### config.mk
export PLATFORM = sky130hd
export DESIGN_NAME = cam_ov7670_tx
export DESIGN_NICKNAME = d
export VERILOG_FILES = /design/src/rtl/cam_ov7670_tx.sv
export SDC_FILE = /design/constraint.sdc
export NUM_CORES = 1
export LEC_CHECK = 0
export ABC_AREA = 1
export CORE_MARGIN = 5
export CORE_UTILIZATION = 57
export DETAILED_ROUTE_END_ITERATION = 10
export GPL_ROUTABILITY_DRIVEN = 0
export PLACE_DENSITY_LB_ADDON = 0.3
export RECOVER_POWER = 50
export SLEW_MARGIN = 10
export SYNTH_ARGS = -nofsm -noshare
export SYNTH_HDL_FRONTEND = slang
export SYNTH_SLANG_ARGS = --single-unit
### constraint.sdc
create_clock -name clk -period 2.51 [get_ports clk]
set_clock_uncertainty 0.15 [all_clocks]
set_input_delay 0.251 -clock clk [delete_from_list [all_inputs] [get_ports clk]]
set_output_delay 0.251 -clock clk [all_outputs]
set_load 0.05 [all_outputs]
### src/rtl/cam_ov7670_tx.sv
// OV7670 RGB565 camera emulator: generates vsync/href/px_data test frames (bars, gradient, red, checker).
// Optional CAM_TX_FRAME_TAG_EN: replaces pixel (0,0) with {8'hA5, frame_cnt} to expose dropped/repeated frames.
module cam_ov7670_tx #(
    parameter int H_ACTIVE    = 160,
    parameter int V_ACTIVE    = 120,
    parameter int H_BLANK     = 16,
    parameter int VSYNC_LINES = 3,
    parameter int V_BP        = 2,
    parameter int V_FP        = 2
) (
    input  logic       clk,
    input  logic       rst,
    input  logic       enable,
    input  logic [1:0] pattern_sel,
    output logic       vsync,
    output logic       href,
    output logic [7:0] px_data,
    output logic       frame_done,
    output logic       busy
);

    localparam int P  = 2*H_ACTIVE + H_BLANK;
    localparam int HW = $clog2(P);
    localparam int LW = $clog2(VSYNC_LINES + V_BP + V_ACTIVE + V_FP + 1);
    localparam logic [HW-1:0] H_LAST = HW'(P - 1);
    localparam logic [HW-1:0] H_PIX  = HW'(2*H_ACTIVE);

    typedef enum logic [2:0] {S_IDLE, S_VSYNC, S_VBP, S_ACTIVE, S_VFP} state_t;

    state_t          state, state_nxt;
    logic [HW-1:0]   hcnt;
    logic [LW-1:0]   lcnt, lines_m1;
    logic [1:0]      pat;
    logic            line_end, state_end, frame_end, latch;
    logic            href_d;
    logic [15:0]     xw, yw, bar, word;
    logic [2:0]      bar_sat;
    logic [7:0]      byte_d;

    assign line_end  = (hcnt == H_LAST);
    assign state_end = line_end && (lcnt == lines_m1) && (state != S_IDLE);
    assign frame_end = (state == S_VFP) && state_end;
    assign busy      = (state != S_IDLE);

    always_ff @(posedge clk or negedge rst) begin
        if (!rst) state <= S_IDLE;
        else      state <= state_nxt;
    end

    always_comb begin
        state_nxt = state;
        lines_m1  = '0;
        latch     = 1'b0;
        case (state)
            S_IDLE: begin
                if (enable) begin
                    state_nxt = S_VSYNC;
                    latch     = 1'b1;
                end
            end
            S_VSYNC: begin
                lines_m1 = LW'(VSYNC_LINES - 1);
                if (state_end) state_nxt = S_VBP;
            end
            S_VBP: begin
                lines_m1 = LW'(V_BP - 1);
                if (state_end) state_nxt = S_ACTIVE;
            end
            S_ACTIVE: begin
                lines_m1 = LW'(V_ACTIVE - 1);
                if (state_end) state_nxt = S_VFP;
            end
            S_VFP: begin
                lines_m1 = LW'(V_FP - 1);
                if (state_end) begin
                    state_nxt = enable ? S_VSYNC : S_IDLE;
                    latch     = enable;
                end
            end
            default: state_nxt = S_IDLE;
        endcase
    end

    // lcnt restarts at every state change so each state just counts its own lines
    always_ff @(posedge clk or negedge rst) begin
        if (!rst) begin
            hcnt <= '0;
            lcnt <= '0;
            pat  <= '0;
        end else begin
            if (latch) pat <= pattern_sel;
            if (state == S_IDLE) begin
                hcnt <= '0;
                lcnt <= '0;
            end else begin
                hcnt <= line_end ? '0 : hcnt + HW'(1);
                if (state_end)     lcnt <= '0;
                else if (line_end) lcnt <= lcnt + LW'(1);
            end
        end
    end

`ifdef CAM_TX_FRAME_TAG_EN
    logic [7:0] frame_cnt;
    always_ff @(posedge clk or negedge rst) begin
        if (!rst)           frame_cnt <= '0;
        else if (frame_end) frame_cnt <= frame_cnt + 8'd1;
    end
`endif

    assign href_d = (state == S_ACTIVE) && (hcnt < H_PIX);
    assign xw     = 16'(hcnt[HW-1:1]);
    assign yw     = 16'(lcnt);
    assign bar    = xw / 16'(H_ACTIVE/8);
    assign bar_sat = (bar > 16'd7) ? 3'd7 : bar[2:0];

    always_comb begin
        word = 16'h0000;
        case (pat)
            2'd0: begin
                case (bar_sat)
                    3'd0: word = 16'hFFFF;
                    3'd1: word = 16'hFFE0;
                    3'd2: word = 16'h07FF;
                    3'd3: word = 16'h07E0;
                    3'd4: word = 16'hF81F;
                    3'd5: word = 16'hF800;
                    3'd6: word = 16'h001F;
                    default: word = 16'h0000;
                endcase
            end
            2'd1: word = {xw[7:3], yw[6:1], 5'b00000};
            2'd2: word = 16'hF800;
            default: word = (xw[3] ^ yw[3]) ? 16'hFFFF : 16'h0000;
        endcase
`ifdef CAM_TX_FRAME_TAG_EN
        if (xw == 16'd0 && yw == 16'd0) word = {8'hA5, frame_cnt};
`endif
    end

    assign byte_d = hcnt[0] ? word[7:0] : word[15:8];

    logic unused_ok;
    assign unused_ok = ^{xw[15:8], yw[15:7], yw[0], bar[15:3]};

    // Outputs are registered, so the visible frame trails the FSM by one clock
    always_ff @(posedge clk or negedge rst) begin
        if (!rst) begin
            vsync      <= 1'b0;
            href       <= 1'b0;
            px_data    <= 8'h00;
            frame_done <= 1'b0;
        end else begin
            vsync      <= (state == S_VSYNC);
            href       <= href_d;
            px_data    <= href_d ? byte_d : 8'h00;
            frame_done <= frame_end;
        end
    end

endmodule

==> results.json <==
{
  "finalHoldViolCount": 0,
  "drive_above_1_share_pct": 16.03,
  "route.detailed.drc": 0,
  "critPathKind": "flop to flop",
  "max_slew.worst_pin.slew_ps": 1667,
  "layout_common_cells": "43 x nand2_1, 34 x nor2_1, 32 x dfrtp_1",
  "io_pins": 17,
  "clock.fmax_mhz": 431.6,
  "ys_seq_elements": 32,
  "final_nets": 297,
  "cts-root-buf": "clkbuf_4",
  "final_cells": 333,
  "io_buffer_count": 16,
  "die_h_um": 69.30,
  "clkTransAtPathRegs_ps": 80,
  "worstSkewPairLatency_ps": 330,
  "mostFrequentLayoutCell": "nand2_1",
  "place_inst": 325,
  "grt_antenna_before_repair": 0,
  "cp-startpoint": "hcnt[6]",
  "antenna_cells": 0,
  "worstPathRequired_ps": 2620,
  "grt_max_degree": 33,
  "grt_usage_pct": 18.96,
  "synth_cell_types": 36,
  "violations": "max-capacitance violations, max-slew violations",
  "wl_per_cell_um": 12.87,
  "start_util_pct": 59.60,
  "cp_data_arrival_time_ps": 2420,
  "clock_path_buffers": 2,
  "hp-class": "flop to flop",
  "ir_drop_v": 0.0007639,
  "worstSetupEndpointType": "flop",
  "synthCells": 260,
  "worstHoldStart": "hcnt[2]",
  "regToRegStartpoint": "hcnt[6]",
  "antenna_left": 0,
  "cts_buffers": 5,
  "drv_cap": 1,
  "die_w_um": 69.30,
  "wl_um": 4287,
  "avgViaCountPerCell": 5.574,
  "rows": 21,
  "hpwl_um": 3238,
  "start_kind": "flop",
  "rrSetupSlack_ps": 190,
  "status": "finished with violations",
  "p_leak_nw": 1.181,
  "ys_warn_count": 0,
  "grt_overflow_total": 0,
  "htreeDepth": 2,
  "drt_iter0_drc": 142,
  "seq_area_frac_synth_pct": 39.95,
  "grt_pass1_wl_um": 7521,
  "postSynthAreaPerCell_um2": 7.709,
  "first_pass_iters": 4,
  "clock-sinks": 32,
  "power.total_mw": 1.970,
  "cts_tree": "yes",
  "slew_viol_final": 33,
  "fp.coreArea_um2": 3363,
  "mappedNetlistNets": 268,
  "r2r_cells": 18,
  "powerDensity_nw_per_um2": 849.5,
  "crit_fanout": 4,
  "synth_area_um2": 2004,
  "timing.final.crit_share_pct": 92.31,
  "relSlewSlack_pct": -11.11,
  "dieArea_um2": 4802,
  "syn2layout_area_growth_pct": 15.67,
  "vias": 1856,
  "period_needed_ps": 2317,
  "setup_viol": 0,
  "grt_pass1_vias": 1721,
  "whs_ps": 361.2,
  "hold_path_depth": 1
}
## final cells by class
class                   instances  area, um2
flip-flops and latches         32      800.8
repair buffers                 25      226.5
multi-input cells             189       1059
fillers                       292       1045
clock buffers                   5      37.54
well taps                      46      57.56
inverters                      36      137.6
## report_power, final
| part | internal [mW] | switching, mW |
|---|---|---|
| Clock | 0.0933 | 0.152 |
| Combinational | 0.318 | 0.684 |
| Sequential | 0.636 | 0.0869 |
| Total | 1.05 | 0.923 |
## logic make-up after synthesis
logic type,count (synthesis),synth area share (%)
buffers and inverters,39,7.990
and+or+nand+nor,126,31.02
muxes,1,0.5618
DFF,32,39.95
xor gates and xnor gates,5,2.185
AOI/OAI and AO/OA,54,16.42
adders and majority gates,3,1.873
## metal layers
metal | GRT usage [%] | vias to the layer above | routed length, um
met5 | 0 | - | 0
met4 | 6.725 | 0 | 65
met3 | 5.217 | 8 | 217
met2 | 32.42 | 54 | 2192
met1 | 22.74 | 876 | 1812
li1 | - | 918 | -
## stage by stage
step           setup TNS, ps  setup WS, ps  utilization (%)  cell area, um2
6_report                   0         192.9            68.94            2318
5_1_grt               -1.955        -1.955            68.94            2318
4_1_cts                    0        0.8566            67.86            2282
3_5_place_dp               0         127.1            66.74            2245
3_3_place_gp               0         185.4            66.74            2245
2_1_floorplan              0         266.0                -            2004
## cell usage after synthesis (all sizes together)
cell / number / area share [%]
a21o: 1 / 0.37
buf: 2 / 0.94
a21oi: 21 / 5.8
xor2: 4 / 1.7
o21ai: 19 / 5.1
nor3: 8 / 2.0
mux2: 1 / 0.56
nand3b: 1 / 1.0
a22oi: 1 / 0.37
ha: 3 / 1.9
nor4: 2 / 0.62
o21a: 1 / 0.37
a211oi: 1 / 0.37
nor2: 38 / 7.5
inv: 36 / 6.9
xnor2: 1 / 0.44
nand4: 2 / 0.62
nor3b: 1 / 0.37
clkbuf: 1 / 0.19
o21bai: 1 / 0.94
o22ai: 5 / 1.6
nand2: 53 / 12
dfrtp: 32 / 40
o31ai: 1 / 0.37
o211ai: 3 / 1.1
nand3: 21 / 6.7
## registers in the layout (all words and copies together) (netlist names)
name and flops:
hcnt 9, frame_done 1, px_data 8, href 1, state 3, lcnt 7
vsync 1, pat 2
## critical path, stage by stage, from the launching register on
cell	delay, ps
dfrtp_1	420
inv_4	80
nand2_4	70
ha_4	230
o21bai_4	150
nand2_2	90
inv_2	100
nand2_4	70
nand2_2	50
nand2_1	50
inv_2	60
nand2_4	60
nand3_2	100
nand2_1	50
nand2_1	60
nand4_1	150
nand2_2	120
nand3_2	80
nor2_1	110
## timing repair
action                     in CTS  in global routing
setup endpoints to repair       0                  9
setup buffers                   0                  3
hold buffers                    0                  0
resized for setup               0                  3
## worst paths after layout
check                              to
setup / recovery           px_data[3]
hold / removal                hcnt[2]
setup reg to reg           px_data[3]
hold reg to reg               hcnt[2]
max in group asynchronous  px_data[2]
min in group asynchronous    state[1]
(Power assumes the default switching activity.)
